### config.mk
export PLATFORM = sky130hd
export DESIGN_NAME = ps2_tx
export DESIGN_NICKNAME = d
export VERILOG_FILES = /design/src/rtl/ps2_tx.sv
export SDC_FILE = /design/constraint.sdc
export NUM_CORES = 1
export LEC_CHECK = 0
export CAP_MARGIN = 20
export CORE_ASPECT_RATIO = 0.7
export CORE_MARGIN = 2
export CORE_UTILIZATION = 30
export CTS_CLUSTER_DIAMETER = 50
export CTS_CLUSTER_SIZE = 40
export DETAILED_ROUTE_END_ITERATION = 8
export PLACE_DENSITY_LB_ADDON = 0.08
export SYNTH_ARGS = -nofsm -noshare
export SYNTH_HDL_FRONTEND = slang
export SYNTH_SLANG_ARGS = --single-unit
export TNS_END_PERCENT = 10
### constraint.sdc
create_clock -name clock -period 3.55 [get_ports clock]
set_input_delay 0.71 -clock clock [delete_from_list [all_inputs] [get_ports clock]]
set_output_delay 0.71 -clock clock [all_outputs]
set_load 0.03 [all_outputs]
### src/rtl/ps2_tx.sv
// ps2_tx: host-to-device PS/2 transmitter.
// Sends one command byte over the open-drain PS2_CLK/PS2_DAT pair and reports
// ACK (done) or NACK/timeout (error). The *_oe outputs request the top level
// to pull the corresponding line low.
// Optional feature macro: PS2_TX_TIMEOUT_EN adds a device-clock watchdog
// (and the TIMEOUT_CYCLES parameter). Without it the block waits for device
// clocks indefinitely and is recovered by reset_n.
module ps2_tx #(
   parameter int INHIBIT_CYCLES = 2500,
   parameter int REQ_CYCLES     = 16,
`ifdef PS2_TX_TIMEOUT_EN
   parameter int TIMEOUT_CYCLES = 50000,
`endif
   parameter int FILTER         = 8
) (
   input  logic       clock,
   input  logic       reset_n,
   input  logic       ps_clock,
   input  logic       ps_data,
   output logic       ps_clock_oe,
   output logic       ps_data_oe,
   input  logic [7:0] data,
   input  logic       send,
   output logic       bsy,
   output logic       done,
   output logic       error
);

   localparam int CNT_W = $clog2((INHIBIT_CYCLES > REQ_CYCLES) ? INHIBIT_CYCLES : REQ_CYCLES) + 1;
   localparam logic [CNT_W-1:0] INH_LAST = CNT_W'(INHIBIT_CYCLES - 1);
   localparam logic [CNT_W-1:0] REQ_LAST = CNT_W'(REQ_CYCLES - 1);
   localparam int FLT_W = $clog2(FILTER) + 1;
   localparam logic [FLT_W-1:0] FLT_LAST = FLT_W'(FILTER - 1);

   typedef enum logic [2:0] {
      S_IDLE     = 3'd0,
      S_INHIBIT  = 3'd1,
      S_REQ      = 3'd2,
      S_XFER     = 3'd3,
      S_WAITIDLE = 3'd4,
      S_FINISH   = 3'd5
   } state_t;

   state_t           r_state;
   state_t           w_state_nx;
   logic             w_abort;
   logic             w_accept;
   logic             w_wdog_hit;

   // input conditioning
   logic             r_clk_s1;
   logic             r_clk_s2;
   logic             r_dat_s1;
   logic             r_dat_s2;
   logic             r_clk_filt;
   logic [FLT_W-1:0] r_flt_cnt;
   logic             r_fe;

   // datapath
   logic [CNT_W-1:0] r_cnt;
   logic [7:0]       r_shift;
   logic             r_parity;
   logic [3:0]       r_bitn;
   logic             r_ack;

   // registered outputs
   logic             r_clk_oe;
   logic             r_dat_oe;
   logic             r_bsy;
   logic             r_done;
   logic             r_err;
   logic             w_clk_oe_nx;
   logic             w_dat_oe_nx;
   logic             w_bsy_nx;
   logic             w_done_nx;
   logic             w_err_nx;

   assign w_accept = send & ((r_state == S_IDLE) | (r_state == S_FINISH));

   // Synchronize both pins; debounce the clock and flag its falling edges.
   always_ff @(posedge clock) begin
      if (!reset_n) begin
         r_clk_s1   <= 1'b1;
         r_clk_s2   <= 1'b1;
         r_dat_s1   <= 1'b1;
         r_dat_s2   <= 1'b1;
         r_clk_filt <= 1'b1;
         r_flt_cnt  <= {FLT_W{1'b0}};
         r_fe       <= 1'b0;
      end else begin
         r_clk_s1 <= ps_clock;
         r_clk_s2 <= r_clk_s1;
         r_dat_s1 <= ps_data;
         r_dat_s2 <= r_dat_s1;
         r_fe     <= 1'b0;
         if (r_clk_s2 == r_clk_filt) begin
            r_flt_cnt <= {FLT_W{1'b0}};
         end else if (r_flt_cnt == FLT_LAST) begin
            r_clk_filt <= r_clk_s2;
            r_flt_cnt  <= {FLT_W{1'b0}};
            r_fe       <= ~r_clk_s2;
         end else begin
            r_flt_cnt <= r_flt_cnt + FLT_W'(1);
         end
      end
   end

`ifdef PS2_TX_TIMEOUT_EN
   localparam int WD_W = $clog2(TIMEOUT_CYCLES) + 1;
   localparam logic [WD_W-1:0] WD_LAST = WD_W'(TIMEOUT_CYCLES - 1);
   logic [WD_W-1:0] r_wdog;

   // Watchdog: counts while waiting on the device, restarts on every device clock.
   always_ff @(posedge clock) begin
      if (!reset_n) begin
         r_wdog <= {WD_W{1'b0}};
      end else if (((r_state == S_XFER) || (r_state == S_WAITIDLE)) && !r_fe) begin
         r_wdog <= r_wdog + WD_W'(1);
      end else begin
         r_wdog <= {WD_W{1'b0}};
      end
   end

   assign w_wdog_hit = ((r_state == S_XFER) || (r_state == S_WAITIDLE)) && (r_wdog == WD_LAST);
`else
   assign w_wdog_hit = 1'b0;
`endif

   // State register.
   always_ff @(posedge clock) begin
      if (!reset_n) begin
         r_state <= S_IDLE;
      end else begin
         r_state <= w_state_nx;
      end
   end

   // Next-state logic; w_abort marks a watchdog exit to FINISH.
   always_comb begin
      w_state_nx = r_state;
      w_abort    = 1'b0;
      case (r_state)
         S_IDLE: begin
            if (w_accept) w_state_nx = S_INHIBIT;
            else          w_state_nx = S_IDLE;
         end
         S_INHIBIT: begin
            if (r_cnt == INH_LAST) w_state_nx = S_REQ;
            else                   w_state_nx = S_INHIBIT;
         end
         S_REQ: begin
            if (r_cnt == REQ_LAST) w_state_nx = S_XFER;
            else                   w_state_nx = S_REQ;
         end
         S_XFER: begin
            if (r_fe && (r_bitn == 4'd10)) begin
               w_state_nx = S_WAITIDLE;
            end else if (!r_fe && w_wdog_hit) begin
               w_state_nx = S_FINISH;
               w_abort    = 1'b1;
            end else begin
               w_state_nx = S_XFER;
            end
         end
         S_WAITIDLE: begin
            if (r_clk_filt && r_dat_s2) begin
               w_state_nx = S_FINISH;
            end else if (w_wdog_hit) begin
               w_state_nx = S_FINISH;
               w_abort    = 1'b1;
            end else begin
               w_state_nx = S_WAITIDLE;
            end
         end
         S_FINISH: begin
            if (w_accept) w_state_nx = S_INHIBIT;
            else          w_state_nx = S_IDLE;
         end
         default: begin
            w_state_nx = S_IDLE;
         end
      endcase
   end

   // Output decode from the next state so every output is registered.
   always_comb begin
      w_clk_oe_nx = 1'b0;
      w_dat_oe_nx = 1'b0;
      w_bsy_nx    = 1'b0;
      w_done_nx   = 1'b0;
      w_err_nx    = 1'b0;
      case (w_state_nx)
         S_IDLE: begin
            w_bsy_nx = 1'b0;
         end
         S_INHIBIT: begin
            w_clk_oe_nx = 1'b1;
            w_bsy_nx    = 1'b1;
         end
         S_REQ: begin
            w_clk_oe_nx = 1'b1;
            w_dat_oe_nx = 1'b1;
            w_bsy_nx    = 1'b1;
         end
         S_XFER: begin
            w_bsy_nx = 1'b1;
            if (r_state != S_XFER) begin
               w_dat_oe_nx = 1'b1;               // start bit held until first device clock
            end else if (r_fe) begin
               if (r_bitn < 4'd8)       w_dat_oe_nx = ~r_shift[r_bitn[2:0]];
               else if (r_bitn == 4'd8) w_dat_oe_nx = ~r_parity;
               else                     w_dat_oe_nx = 1'b0;   // stop bit / ACK slot
            end else begin
               w_dat_oe_nx = r_dat_oe;
            end
         end
         S_WAITIDLE: begin
            w_bsy_nx = 1'b1;
         end
         S_FINISH: begin
            w_done_nx = r_ack & ~w_abort;
            w_err_nx  = ~(r_ack & ~w_abort);
         end
         default: begin
            w_bsy_nx = 1'b0;
         end
      endcase
   end

   // Output registers.
   always_ff @(posedge clock) begin
      if (!reset_n) begin
         r_clk_oe <= 1'b0;
         r_dat_oe <= 1'b0;
         r_bsy    <= 1'b0;
         r_done   <= 1'b0;
         r_err    <= 1'b0;
      end else begin
         r_clk_oe <= w_clk_oe_nx;
         r_dat_oe <= w_dat_oe_nx;
         r_bsy    <= w_bsy_nx;
         r_done   <= w_done_nx;
         r_err    <= w_err_nx;
      end
   end

   // Phase timer, byte latch, bit counter and ACK capture.
   always_ff @(posedge clock) begin
      if (!reset_n) begin
         r_cnt    <= {CNT_W{1'b0}};
         r_shift  <= 8'h00;
         r_parity <= 1'b0;
         r_bitn   <= 4'd0;
         r_ack    <= 1'b0;
      end else begin
         if ((w_state_nx != r_state) || !((r_state == S_INHIBIT) || (r_state == S_REQ))) begin
            r_cnt <= {CNT_W{1'b0}};
         end else begin
            r_cnt <= r_cnt + CNT_W'(1);
         end
         if (w_accept) begin
            r_shift  <= data;
            r_parity <= ~^data;
            r_bitn   <= 4'd0;
            r_ack    <= 1'b0;
         end else if ((r_state == S_XFER) && r_fe) begin
            if (r_bitn == 4'd10) r_ack <= ~r_dat_s2;
            else                 r_ack <= r_ack;
            r_bitn <= r_bitn + 4'd1;
         end else begin
            r_bitn <= r_bitn;
         end
      end
   end

   assign ps_clock_oe = r_clk_oe;
   assign ps_data_oe  = r_dat_oe;
   assign bsy         = r_bsy;
   assign done        = r_done;
   assign error       = r_err;

endmodule

* After elaboration in Yosys (flattened, before gate mapping)
Cells that the tools add are included.
** Storage, ports and cells
- Register bits :: 45
- Bits of input ports :: 13
- Output and inout bits :: 5
- Logic and storage cells :: 85
** Cells by class
- Add/subtract/negate cells :: 3
- $lt $le $gt $ge :: 2
- Equal/unequal tests :: 19
- Mux-type cells :: 15
- Bitwise logic cells :: 10
- Reductions and logical operators :: 18
** Operators with widths (count)
- $pmux 3 s5 :: 1
- $add 13x1->13 const B :: 1
- $eq 13x12->1 const B :: 1
- $eq 13x4->1 const B :: 1
- $eq 3x2->1 const B :: 4
- $eq 3x3->1 const B :: 4
- $mux 1 :: 10
- $add 4x1->4 const B :: 2
- $eq 4x4->1 const B :: 2
- $not 1->1 :: 8
- $reduce_or 2->1 :: 4
- $reduce_xnor 8->1 :: 1
- $eq 3x1->1 const B :: 2
- $reduce_and 2->1 :: 3
- $reduce_or 3->1 :: 2
- $eq 4x3->1 const B :: 1
- $lt 3x4->1 const B :: 1
- $lt 4x4->1 const B :: 1
- $reduce_or 4->1 :: 1
- $bmux 1 s3 :: 1
- $logic_and 1x1->1 :: 3
- $logic_not 3->1 :: 1
- $mux 3 :: 1
- $ne 3x2->1 const B :: 1
- 9 further kinds :: 10

* Logic depth before layout (Yosys ltp)
Gate-level depths: netlist of run 1.
- Depth after elaboration :: 8
- Mapped depth :: 8
- Depth with buffers taken out :: 7

* Worst setup path before layout of run 1
Ideal clock, no wire load.
- Path kind :: register -> register
- From :: register r_cnt[4]
- To :: register r_cnt[11]
- Library setup time :: 0.115 ns
- Arrival time :: 1.813 ns
- Data required time :: 3.435 ns
- Setup slack :: 1.623 ns
- Stages on the path, launching flop included :: 6
- Buffers on the path :: 1
- Period minus slack after synthesis :: 1.927 ns
- Cells stage by stage :: dfxtp_1 or4_4 or4_4 a31oi_2 buf_4 nor2_1
** On the way
- Cells in the longest elaborated chain, start to end :: 6
- Elaborated cells between the ends (all ways) :: 9
- Those cells by class :: add/sub (1); eq/ne (3); mux (3); reduce/logical (2)
** Ends and longest elaborated chain
- from (decl) :: line 60 : logic [CNT_W-1:0] r_cnt;
- from (signal assigned) :: line 250 : r_cnt <= {CNT_W{1'b0}};
- from (signal assigned) :: line 257 : r_cnt <= {CNT_W{1'b0}};
- from (signal assigned) :: line 259 : r_cnt <= r_cnt + CNT_W'(1);
- $eq 13x4->1 or $eq 13x12->1 (tied branches) :: line 152, 148
- $mux 1 or $mux 2 (tied branches) :: line 152, 148
- $pmux 3 s5 :: line 142 : case (r_state)
- $ne 3x3->1 :: line 256 : if ((w_state_nx != r_state) || !((r_state == S_INHIBIT) || (r_state == S_REQ))) begin
- $logic_or 1x1->1 :: line 256
- $reduce_or 2->1 (no line)
Several ways; a longest one is shown, not always the timed one.
A chain may end at the register's enable or synchronous reset.

* Worst setup path in the final report of run 1
- From :: register r_cnt[4]
- To :: register r_cnt[8]
Same word-level chain as after synthesis.

==> results of run 1 <==
==> worst max-delay path, delay by kind of cell (launching register included) <==
kind	cells	cell delay, ns
AND/OR/NAND/NOR	3	1.18
flip-flops	1	0.38
AO/OA/AOI/OAI	1	0.60
==> Yosys cell counts <==
library cell	n	area [sq um]
dfxtp_1	45	900.9
nor2_1	25	93.84
nand2_1	18	67.56
nor2b_1	13	81.33
xnor2_1	12	105.1
xor2_1	12	105.1
mux2i_1	11	110.1
nand3_1	11	55.05
nand2b_1	9	56.30
inv_1	6	22.52
ha_1	5	62.56
a21oi_1	4	20.02
clkbuf_1	4	15.01
nor3_1	4	20.02
and3_1	3	18.77
nand4b_1	3	26.28
o21ai_0	3	15.01
a211oi_1	2	15.01
mux4_2	2	45.04
nand3b_1	2	15.01
or4_4	2	22.52
a211o_1	1	8.760
a31oi_2	1	12.51
a32oi_1	1	8.760
a41oi_1	1	8.760
and2_1	1	6.260
and3b_1	1	8.760
and4_1	1	8.760
and4b_1	1	10.01
buf_1	1	3.750
buf_4	1	7.510
buf_6	1	11.26
nand4_1	1	6.260
nand4bb_1	1	11.26
nor3b_1	1	7.510
nor3b_2	1	12.51
nor4_1	1	6.260
o221ai_1	1	8.760
o22ai_1	1	6.260
or2_2	1	6.260
or3_1	1	6.260
==> through the flow <==
step | utilization | power [mW] | area (sq um)
final | 0.3592 | 0.9243 | 2394
after global placement | 0.3467 | 0.6332 | 2310
after floorplan | - | 0.5998 | 2039
after global routing | 0.3592 | 0.9704 | 2394
after detailed placement | 0.3467 | 0.6319 | 2310
after CTS | 0.3592 | 0.9396 | 2394
==> cells by family (layout without fill, tap and decap cells) <==
kind of cell	Yosys count	after routing	share of synthesized area
DFF	45	45	0.4417
xor gates and xnor gates	24	24	0.1031
and+or+nand+nor	101	101	0.2681
buffers and inverters	13	33	0.02944
muxes	13	13	0.07607
AOI/OAI and AO/OA	15	15	0.05092
adders and majority gates	5	5	0.03067
==> report_power, final <==
group / total [mW] / internal [mW] / switching, mW
Sequential: 0.528 / 0.519 / 0.00894
Clock: 0.305 / 0.139 / 0.165
Combinational: 0.0918 / 0.0477 / 0.0442
==> path summary, 6_finish.rpt <==
| kind | to | slack [ns] | depth (start not counted) |
|---|---|---|---|
| hold / removal | r_clk_s2$_SDFF_PN1_ | 0.41 | 1 |
| setup / recovery | r_cnt[8]$_SDFF_PP0_ | 1.25 | 4 |
| hold reg to reg | r_clk_s2$_SDFF_PN1_ | 0.41 | 1 |
| setup reg to reg | r_cnt[8]$_SDFF_PP0_ | 1.25 | 4 |
==> cell type report <==
| type | count | share of cell area |
|---|---|---|
| flip-flops and latches | 45 | 0.3764 |
| repair buffers | 19 | 0.07737 |
| inverters | 6 | 0.009409 |
| multi-input cells | 158 | 0.4527 |
| well taps | 94 | 0.04914 |
| clock inverters | 1 | 0.003136 |
| clock buffers | 7 | 0.03189 |
==> routing by layer <==
layer / vias to the layer above / track usage / routed length [um]
li1: 768 / - / -
met1: 648 / 0.1883 / 2291
met2: 28 / 0.1496 / 1470
met3: 5 / 0.03161 / 175
met4: 0 / 0.04444 / 47
met5: - / 0 / 0
==> sequential cells by signal, indices dropped and copies added (netlist names) <==
signal       flops
r_bitn           4
r_dat_s2         1
r_cnt           13
r_flt_cnt        4
ps_clock_oe      1
r_ack            1
r_fe             1
ps_data_oe       1
done             1
r_clk_filt       1
bsy              1
r_clk_s2         1
error            1
r_dat_s1         1
r_state          3
r_clk_s1         1
r_parity         1
r_shift          8
==> impl_metrics.ini, run 1 <==
[clock_tree]
cts_buffers = 5
holdBufCountCts = 0
cts.sinks = 45
cts_root_buf = clkbuf_8
cts_resized = 0
path_clk_slew_ns = 0.08
post-cts-setup-buffers = 0
clock_path_buffers = 2
htreeDepth = 2
cts_tree = yes
clk_latency_ns = 0.29

[floorplan]
die_area_sq_um = 7484
die_h_um = 72.99
io_pins = 18
rows = 25
core_area_sq_um = 6663
initial_core_util = 0.3061
die_w_um = 102.5

[synthesis]
synth-seq-cells = 45
synth.cell_area_sq_um = 2039
syn-mean-instance-area_sq_um = 9.442
ys_types = 41
yosysWarnings = 0
ys_seq_area_frac = 0.4417
syn_inst = 216
synth_nets = 234

[worst_setup_path]
timing.rr.start = r_cnt[4]$_SDFF_PP0_
cp_data_arrival_time_ns = 2.45
path_max_fanout = 13
max_stage_delay_ns = 0.60
crit_type = flip-flop to flip-flop
cp_cell_sequence = or4_4 > or4_4 > a31oi_2 > nor2_1
cp_slowest_cell = a31oi_2
start_kind = flip-flop
crit_path_end_kind = flip-flop
critPathRequiredTime_ns = 3.70
critical_path.startpoint = r_cnt[4]$_SDFF_PP0_
cp_common_cell = or4_4

[sta]
period_minus_slack_ns = 2.300
rsz0062_at_grt = no
whs_ns = 0.4103
fin_ws_ns = 1.250
setup_viol = 0
drv_slew = 0
hold_viol = 0
final.setup.tns_ns = 0
finClkSkew_ns = 0.008477
fin_crit_sh = 0.6479
fmax_mhz = 434.8
maxSlewHeadroom = 0.5459
tightest_slew_ns = 0.6791

[grt]
grt_pass1_vias = 1389
grt_pass1_wl_um = 6713
track_usage = 0.1192
grt-ovfl-total = 0
grt_max_degree = 24
antenna_found_initial = 0

[cells_and_area]
multiInputGateArea_sq_um = 1084
diodes = 0
nFillCells = 692
layout_commonest_cell = dfxtp_1
nNetsFinal = 253
areaGrowthSynthToFinish_pct = 17.36
drive_above_1_share = 0.06780
instances_no_fill = 330
final_cell_mix = dfxtp_1, nor2_1, nand2_1
final-seq-area_sq_um = 900.9

[placement]
preCtsSetupSlack_ns = 1.126
dpl.cell_count = 322
port_buffers = 17
hpwlAfterDp_um = 2940
finalWeightedCongestion = 0.6839

[drt]
wl_um = 3984
ant_nets = 0
drtIter0Drc = 42
drc = 0
vias = 1449
first_pass_iters = 4
vias_per_cell = 4.391
avgRoutedWirePerCell_um = 12.07

[worst_hold_path]
hp-class = flip-flop to flip-flop
hold_start = r_clk_s1$_SDFF_PN1_

[power_and_ir_drop]
vdd_ir_drop_max_v = 0.0001156
leakage_nw = 0.8555
powerDensity_nw_per_um2 = 386.2

[outcome]
outcome = finished, final reports clean

[job]
maxCapViolCount = 0
(Power assumes the default switching activity.)
==> inputs of run 2 (changes only) <==
Clock period 3.55 ns to 2.39 ns, I/O delays scaled along.
==> run 2 against run 1 <==
  * Combinational power up 51%
  * Total power is 49% higher
  * Cell count up 0.61%
  * Worst setup slack lost 0.86 ns
  * Sequential power grew 48%
  * Clock power rose by 49%
  * Maximum frequency is 15% higher
  * Design area rose by 0.47%
  * Via count decreased by 0.14%
  * First-iteration DRC count shrank 29%
  * Critical endpoint unchanged
  * Largest power group unchanged
  * Highest routed layer unchanged
==> impl_metrics.ini, run 2 (same netlist as run 1, synthesis figures left out) <==
[outcome]
outcome = finished, final reports clean

[worst_setup_path]
cp_data_arrival_time_ns = 2.18
cp_common_cell = or4_4
critPathRequiredTime_ns = 2.57
crit_type = flip-flop to flip-flop
max_stage_delay_ns = 0.55
start_kind = flip-flop
cp_cell_sequence = or4_4 > or4_4 > a31oi_2 > buf_4 > nor2_1
cp_slowest_cell = or4_4
critPathTopFamily = simple AND/OR/NAND/NOR gates
crit_path_end_kind = flip-flop
path_max_fanout = 13
r2r_slack_ns = 0.39
crit_buf_inv = 1

[clock_tree]
cts_tree = yes
cts.sinks = 45
clock_path_buffers = 2
cts_buffers = 5
cts_root_buf = clkbuf_8
cts_resized = 0
post-cts-setup-buffers = 0
htreeDepth = 2
holdBufCountCts = 0
path_clk_slew_ns = 0.08
clk_latency_ns = 0.29

[floorplan]
rows = 25
io_pins = 18
initial_core_util = 0.3061
die_area_sq_um = 7484
die_w_um = 102.5
core_area_sq_um = 6663
die_h_um = 72.99

[grt]
track_usage = 0.1205
grt_pass1_wl_um = 6741
antenna_found_initial = 0
grt_pass1_vias = 1328
grt-ovfl-total = 0
grt_max_degree = 23

[cells_and_area]
nNetsFinal = 255
largestRegisters = r_cnt (13), r_shift (8)
largest-register = r_cnt
drive_above_1_share = 0.07143
nFillCells = 676
final_cell_mix = dfxtp_1, nor2_1, nand2_1
areaGrowthSynthToFinish_pct = 17.91
diodes = 0
layout_commonest_cell = dfxtp_1
largest_reg_flops = 13

[sta]
fin_crit_sh = 0.8373
setup_viol = 0
hold_viol = 0
whs_ns = 0.4117
fmax_mhz = 499.7
period_minus_slack_ns = 2.001
drv_slew = 0
tightest_slew_ns = 0.3377
maxSlewHeadroom = 0.7746
final.setup.tns_ns = 0
rsz0062_at_grt = no
finClkSkew_ns = 0.008397

[worst_hold_path]
hp-class = flip-flop to flip-flop

[placement]
hpwlAfterDp_um = 2940
finalWeightedCongestion = 0.7481
port_buffers = 17

[drt]
wl_met1_um = 2418
vias = 1447
ant_nets = 0
drtIter0Drc = 30
met3_length_um = 180
first_pass_iters = 4
drc = 0
wl_met2_um = 1456
vias_per_cell = 4.358
avgRoutedWirePerCell_um = 12.42
wl_um = 4125
top_layer_used = met4

[power_and_ir_drop]
vdd_ir_drop_max_v = 0.0002113
leakage_nw = 0.8663
powerDensity_nw_per_um2 = 572.9

[job]
maxCapViolCount = 0
-- run 2: routing by layer --
| layer | up-vias | GRT usage |
|---|---|---|
| met1 | 640 | 0.1881 |
| met3 | 7 | 0.03448 |
| li1 | 773 | - |
| met5 | - | 0 |
| met4 | 0 | 0.05185 |
| met2 | 27 | 0.1489 |
-- run 2: worst paths after layout --
| check | startpoint | to | cells past startpoint |
|---|---|---|---|
| worst max-delay path | r_cnt[4]$_SDFF_PP0_ | r_cnt[8]$_SDFF_PP0_ | 5 |
| worst min-delay path | r_clk_s1$_SDFF_PN1_ | r_clk_s2$_SDFF_PN1_ | 1 |
| worst max register to register | r_cnt[4]$_SDFF_PP0_ | r_cnt[8]$_SDFF_PP0_ | 5 |
| worst min register to register | r_clk_s1$_SDFF_PN1_ | r_clk_s2$_SDFF_PN1_ | 1 |
-- run 2: final cells by class --
class	instances	area, sq um	share of cell area
tap	94	117.6	0.04891
multi-input combinational	158	1084	0.4506
inverter	6	22.52	0.009365
clock buffer	8	80.08	0.03330
timing repair buffer	21	200.2	0.08325
sequential	45	900.9	0.3746
-- run 2: metrics by stage --
step	instance area [sq um]	std cells	utilization	setup WS [ns]	power, mW
floorplan	2039	216	-	0.4626	0.8909
global placement	2325	324	0.3489	0.3821	0.9436
detailed placement	2325	324	0.3489	0.3909	0.9419
CTS	2405	332	0.3609	0.3722	1.403
global route	2405	332	0.3609	0.2672	1.448
finish	2405	332	0.3609	0.3888	1.378
-- run 2: where the power goes --
| part | leakage (nW) | switching (mW) | internal [mW] | total [mW] |
|---|---|---|---|---|
| registers | 0.366 | 0.0133 | 0.770 | 0.784 |
| clock network | 0.0395 | 0.247 | 0.208 | 0.455 |
| logic | 0.461 | 0.0671 | 0.0721 | 0.139 |
| total | 0.866 | 0.327 | 1.05 | 1.38 |
-- run 2: worst reg2reg max path, stage by stage (launching register included) --
cell,delay [ns]
dfxtp_1,0.36
or4_4,0.55
or4_4,0.52
a31oi_2,0.18
buf_4,0.22
nor2_1,0.07
